[config.mk]
export PLATFORM = sky130hd
export DESIGN_NAME = serial_sub
export DESIGN_NICKNAME = d
export VERILOG_FILES = /design/src/rtl/serial_arith_pkg.sv /design/src/rtl/serial_sub_fsub_bit.sv /design/src/rtl/serial_sub.sv
export SDC_FILE = /design/constraint.sdc
export NUM_CORES = 1
export LEC_CHECK = 0
export BUFFER_PORTS_ARGS = -buffer_cell sky130_fd_sc_hd__buf_2
export CAP_MARGIN = 10
export CORE_MARGIN = 2
export CORE_UTILIZATION = 55
export CTS_CLUSTER_DIAMETER = 200
export CTS_CLUSTER_SIZE = 8
export DETAILED_ROUTE_END_ITERATION = 7
export PLACE_DENSITY = 0.76
export SYNTH_ARGS = -nofsm -noshare
export SYNTH_HDL_FRONTEND = slang
export SYNTH_SLANG_ARGS = --single-unit
export TNS_END_PERCENT = 50
[constraint.sdc]
create_clock -name clk -period 1.8 [get_ports clk]
set_input_delay 0.09 -clock clk [delete_from_list [all_inputs] [get_ports clk]]
set_output_delay 0.09 -clock clk [all_outputs]
set_load 0.1 [all_outputs]
[src/rtl/serial_arith_pkg.sv]
// Shared types and defaults for the bit-serial arithmetic blocks.
package serial_arith_pkg;

  localparam int DEFAULT_W = 8;

  typedef enum logic [1:0] {
    IDLE = 2'd0,
    RUN  = 2'd1,
    DONE = 2'd2
  } state_e;

endpackage

[src/rtl/serial_sub_fsub_bit.sv]
// One-bit full subtractor: d = x - y - bi, bo set when the bit borrows.
module fsub_bit (
  input  logic x,
  input  logic y,
  input  logic bi,
  output logic d,
  output logic bo
);

  // Difference and borrow of a single bit position.
  always_comb begin
    d  = x ^ y ^ bi;
    bo = (~x & y) | (~(x ^ y) & bi);
  end

endmodule

[src/rtl/serial_sub.sv]
// Bit-serial subtractor: D = A - B - bin over W cycles, LSB first, one
// full-subtractor cell plus a borrow flop, start/busy/done handshake.
module serial_sub
  import serial_arith_pkg::*;
#(
  parameter int W = DEFAULT_W
) (
  input  logic         clk,
  input  logic         rst_n,
  input  logic         start,
  input  logic [W-1:0] a,
  input  logic [W-1:0] b,
  input  logic         bin,
  output logic         busy,
  output logic         done,
  output logic [W-1:0] d,
  output logic         bout
);

  localparam int CW = $clog2(W);

  state_e        state_q, state_d;
  logic [W-1:0]  sa_q, sa_d;
  logic [W-1:0]  sb_q, sb_d;
  logic [W-1:0]  sd_q, sd_d;
  logic          borrow_q, borrow_d;
  logic [CW-1:0] count_q, count_d;
  logic [W-1:0]  d_q, d_d;
  logic          bout_q, bout_d;
  logic          busy_q, busy_d;
  logic          done_q, done_d;

  logic          diff_bit;
  logic          borrow_nxt;
  logic [W-1:0]  sd_shift;

  // The single subtractor cell, fed by the LSBs of the working operands.
  fsub_bit u_cell (
    .x  (sa_q[0]),
    .y  (sb_q[0]),
    .bi (borrow_q),
    .d  (diff_bit),
    .bo (borrow_nxt)
  );

  assign sd_shift = {diff_bit, sd_q[W-1:1]};

  // Next-state logic: operand capture, per-bit shift, and completion.
  always_comb begin
    state_d  = state_q;
    sa_d     = sa_q;
    sb_d     = sb_q;
    sd_d     = sd_q;
    borrow_d = borrow_q;
    count_d  = count_q;
    d_d      = d_q;
    bout_d   = bout_q;
    busy_d   = busy_q;
    done_d   = 1'b0;

    case (state_q)
      IDLE, DONE: begin
        // DONE accepts start as well, so back-to-back ops need no bubble.
        if (start) begin
          sa_d     = a;
          sb_d     = b;
          borrow_d = bin;
          sd_d     = '0;
          count_d  = '0;
          busy_d   = 1'b1;
          state_d  = RUN;
        end else begin
          busy_d  = 1'b0;
          state_d = IDLE;
        end
      end
      RUN: begin
        sa_d     = sa_q >> 1;
        sb_d     = sb_q >> 1;
        sd_d     = sd_shift;
        borrow_d = borrow_nxt;
        count_d  = count_q + CW'(1);
        if (count_q == CW'(W - 1)) begin
          // Last bit: publish the full word and the final borrow.
          d_d     = sd_shift;
          bout_d  = borrow_nxt;
          count_d = '0;
          busy_d  = 1'b0;
          done_d  = 1'b1;
          state_d = DONE;
        end
      end
      default: begin
        busy_d  = 1'b0;
        state_d = IDLE;
      end
    endcase
  end

  // All state and registered outputs; reset clears everything immediately.
  always_ff @(posedge clk or negedge rst_n) begin
    if (!rst_n) begin
      state_q  <= IDLE;
      sa_q     <= '0;
      sb_q     <= '0;
      sd_q     <= '0;
      borrow_q <= 1'b0;
      count_q  <= '0;
      d_q      <= '0;
      bout_q   <= 1'b0;
      busy_q   <= 1'b0;
      done_q   <= 1'b0;
    end else begin
      state_q  <= state_d;
      sa_q     <= sa_d;
      sb_q     <= sb_d;
      sd_q     <= sd_d;
      borrow_q <= borrow_d;
      count_q  <= count_d;
      d_q      <= d_d;
      bout_q   <= bout_d;
      busy_q   <= busy_d;
      done_q   <= done_d;
    end
  end

  assign busy = busy_q;
  assign done = done_q;
  assign d    = d_q;
  assign bout = bout_q;

endmodule
; ---- Yosys cells after proc, flatten, opt, wreduce, memory -nomap -nowiden
; Index checks and enable logic that the tools add are counted.
; Widths: inputs -> output; s select.
[word_totals]
reg_bits = 41
inputBits = 20
out_inout_bits = 11
[op_classes]
n_addsub = 1
eq_ne = 5
muxes = 19
bitwise = 7
n_reduce_logical = 5
[ops]
columns = op, n
row1 = $pmux 8 s2, 3
row2 = $mux 8, 3
row3 = $mux 1, 6
row4 = $mux 3, 2
row5 = $pmux 3 s2, 1
row6 = $ne 2x2->1 const B, 2
row7 = $pmux 1 s2, 2
row8 = $pmux 2 s2, 1
row9 = $reduce_and 2->1, 2
row10 = $add 3x1->3 const B, 1
row11 = $eq 3x3->1 const B, 1
row12 = $and 1x1->1, 2
row13 = $eq 2x1->1 const B, 1
row14 = $eq 2x2->1 const B, 1
row15 = $logic_not 2->1, 1
row16 = $mux 2, 1
row17 = $not 1->1, 2
row18 = $reduce_bool 2->1, 1
row19 = $reduce_or 2->1, 1
row20 = $xor 1x1->1, 2
row21 = $or 1x1->1, 1

; ---- Depth between registers and ports, before layout
[logic_depth]
word_depth = 5
ltp_mapped = 6
ltp_nobuf = 5

; ---- Cells and area by module
; From an unflattened synthesis, not the netlist that was laid out.
[hier_totals]
hier_cells = 144
hier_area_um2 = 2023.2
[modules_own_cells]
columns = mod, instances, cells_each, area_per_inst_um2, seq_area_each_um2
row1 = serial_sub, 1, 140, 1991.9, 1001.0
row2 = fsub_bit, 1, 4, 31.3, 0.0

; ---- Worst setup path after synthesis
; OpenSTA, ideal clock, no wires.
[synth_timing]
kind = reg-to-reg
startpoint = register count_q[0]
endpoint = register d_q[2] (netlist: d[2])
arrival_time_ns = 1.294
required_ns = 1.675
path_slack_ns = 0.381
stages_incl_launch_ff = 6
n_path_buf = 1
cell_sequence = dfrtp_1 ha_1 ha_1 nand3b_4 buf_6 mux2_4
[synth_between]
elab_chain_cells = 2
[synth_rtl]
columns = item, line
row1 = start: declaration, serial_sub.sv:27  ; logic [CW-1:0] count_q, count_d;
row2 = start signal: assignment, serial_sub.sv:119  ; count_q <= count_d;
row3 = $eq 3x3->1, serial_sub.sv:83  ; if (count_q == CW'(W - 1)) begin
row4 = $reduce_and 2->1 (no line), --
row5 = end signal: assignment, serial_sub.sv:109  ; d_q <= '0;
row6 = end signal: assignment, serial_sub.sv:120  ; d_q <= d_d;
row7 = end: declaration, serial_sub.sv:28  ; logic [W-1:0] d_q, d_d;
; No other way between the ends.
; A chain may end at the register's enable or synchronous reset.

; ---- Final worst setup path
[layout_timing]
startpoint = register count_q[0]
endpoint = register d_q[1] (netlist: d[1])
; The elaborated chain is that of the path after synthesis.

==> metrics.cfg <==
[clocking]
ctsLongestPathBuffers=2
cts-buffers-inserted=5
cts_repair_resize_count=0
cts_tree=yes
cts.reportedPaths.clkPinSlew_ps=110
cts_setup_buffers=0
cts_hold_repair.buffers=2
clkLatencyLatePin_ps=340
cts_root_buf=clkbuf_4
numClockSinks=40
htreeDepth=2

[logic_synthesis]
postSynthRegisterBits=40
synth_flop_cell=dfrtp_1
synth_area_per_cell_um2=12.5
postSynth.asyncResetShare_pct=100
synth_enable_flop_cells=0
total_standard_cell_area_after_synthesis_um2=2000
yosysUniqueCellTypes=26
yosysSeqAreaShare_pct=50.0
ys_warn_count=0
postSynthNetCount=183
synthCells=160

[min_path]
hold_path_depth=3
hold_path.class=input pin to flip-flop
worstHoldStart=b[2]

[critical_path]
r2r_cells=4
reg2reg_from=count_q[0]
critical_path.cell_chain=ha_1, ha_1, nand3b_4, mux2_2
critical_path_buf_inv_count=0
cp_max_fo=12
critical_path.startpoint=count_q[0]
timing.critical_path.arrival_ps=1720
worstSetupPathType=flip-flop to flip-flop
crit_path_end_kind=flip-flop
cp_top_family=adder cells
slowest_stage=dfrtp_1
worst_path_largest_cell_delay_ps=410
critPathLaunchType=flip-flop
cp_depth=4
cp_data_required_time_ps=2040
worst_path_most_repeated_cell=ha_1

[sta]
final_period_utilization_pct=82.5
final_hold_viol_count=0
holdWs_ps=19.0
fin_crit_ps=1480
rsz0062_at_grt=no
worst_slew_pin_slew_ps=489
postLayoutSetupSlackWorst_ps=316
setup_total_negative_slack_ps=0
timing.slew.headroom_pct=67.7
final-max-slew-violation-count=0
clock.fmax_mhz=674
setup-violations-final=0
worst_clock_skew_ps=5.41

[routing]
detail_route.first_pass.iterations=4
vias=1277
detail-route-antenna-nets=0
avgViaCountPerCell=5.30
drcViolationCount=0
wl_per_cell_um=14.0
drt-initial-drc-count=71
drt_wl_total_mm=3.38

[placement]
place_ws_ps=339
post_dp_cell_area_um2=2160
number_of_cells_after_detailed_placement=231
place.gp.congestion=0.721
place.detailed.hpwl_mm=2.42
port-buffer-count=30

[run_status]
outcome=finished, final reports clean

[finish]
stdcell_count=241
antenna_cells=0
final_layout_size_suffix_gt1_share_pct=31.8
number_of_nets_at_the_end_of_the_flow=217
area.growth.synth_to_final_pct=12.0
finalInstanceArea_um2=2240
finalCoreUtilization_pct=65.7

[power]
combinationalPowerShare_pct=50.3
design_power_total_mw=4.11
pwr-share-seq_pct=38.4
internal-power_mw=2.28
clock_power_share_pct=11.3
switching_share_pct=44.6
ir_drop_mv=0.827
leakagePower_nw=1.07
netSwitchingPower_mw=1.83
p_per_area_nw_per_um2=1830

[flow_run]
maxCapViolations=0

[grt]
grt_start_max_net_pins=26
first_global_vias=1274
grt_pass1_wl_mm=5.93
grt_overflow_total=0
gr-usage-all-layers_pct=19.1
antenna_found_initial=0

[die]
die_span_in_y_um=64.4
chip_width_um=64.4
fp.dieArea_um2=4140
core.rowCount=21
io_pins=31
start_util_pct=58.6
design.core.area_um2=3420

-- registers in the layout (all words and copies together) (netlist names), 2 cells and up --
| register | flops |
|---|---|
| sb_q | 8 |
| count_q | 3 |
| sd_q | 7 |
| state_q | 2 |
| d | 8 |
| sa_q | 8 |
-- tightest hold or removal path: stages --
cell,delay [ps]
buf_2,80
a211oi_1,50
a21oi_1,100
-- cell families after synthesis --
family                   Yosys count  synth area share (%)
AO/OA/AOI/OAI                     43                  14.4
flip-flops                        40                  50.0
multiplexers                      33                  19.2
AND/OR/NAND/NOR                   25                  8.43
buffers and inverters             16                  5.68
adder cells (fa/ha/maj)            3                  2.25
-- final cells by class --
| type | instances | area [um^2] |
|---|---|---|
| Clock buffer | 8 | 58.8 |
| Fill cell | 290 | 1170 |
| Inverter | 4 | 15.0 |
| Multi-Input combinational cell | 104 | 888 |
| Sequential cell | 40 | 1000 |
| Tap cell | 46 | 57.6 |
| Timing Repair Buffer | 39 | 223 |
-- per-layer routing --
layer | up-vias | GRT usage (%) | wire [um]
met5 | - | 0 | 0
met4 | 0 | 9.57 | 51
met3 | 4 | 4.40 | 158
met2 | 28 | 30.2 | 1580
met1 | 598 | 24.5 | 1590
li1 | 647 | - | -
-- synth_stat cells, drive strengths merged, types with 3 or more instances --
cell type	count	area share [%]
nor2b	17	5.7
o21ai	3	0.75
a22o	9	3.9
mux2	17	11
clkbuf	3	0.56
inv	4	0.75
mux2i	16	8.0
dfrtp	40	50
a211oi	15	5.6
buf	9	4.4
a21oi	15	3.7
-- power groups by stage --
stage	sequential, mW	combinational, mW	clock [mW]
after CTS	1.58	2.08	0.485
after global routing	1.64	2.24	0.525
after floorplan	2.16	1.15	0
after global placement	1.57	2.02	0
after detailed placement	1.59	2.08	0
final	1.58	2.07	0.465
-- path summary, 6_finish.rpt --
| check | end | slack, ps |
|---|---|---|
| max in group asynchronous | sb_q[6] | 1070 |
| max reg2reg | d[1] | 320 |
| max | d[1] | 320 |
| min reg2reg | busy | 490 |
| min in group asynchronous | sd_q[3] | 220 |
| min | sb_q[2] | 20 |
-- cell usage in the layout (no fill, tap or decap), types with 3 or more instances in the layout --
cell | Yosys | final
a211oi_1 | 15 | 15
inv_1 | 4 | 4
buf_2 | 3 | 30
nor2b_1 | 16 | 16
a22o_1 | 9 | 9
a21oi_1 | 15 | 15
buf_4 | 2 | 7
mux2_2 | 8 | 8
mux2i_1 | 16 | 16
clkbuf_4 | 0 | 5
dfrtp_1 | 40 | 40
mux2_4 | 9 | 9
o21ai_0 | 3 | 3
Power figures use the tool's default switching activity.
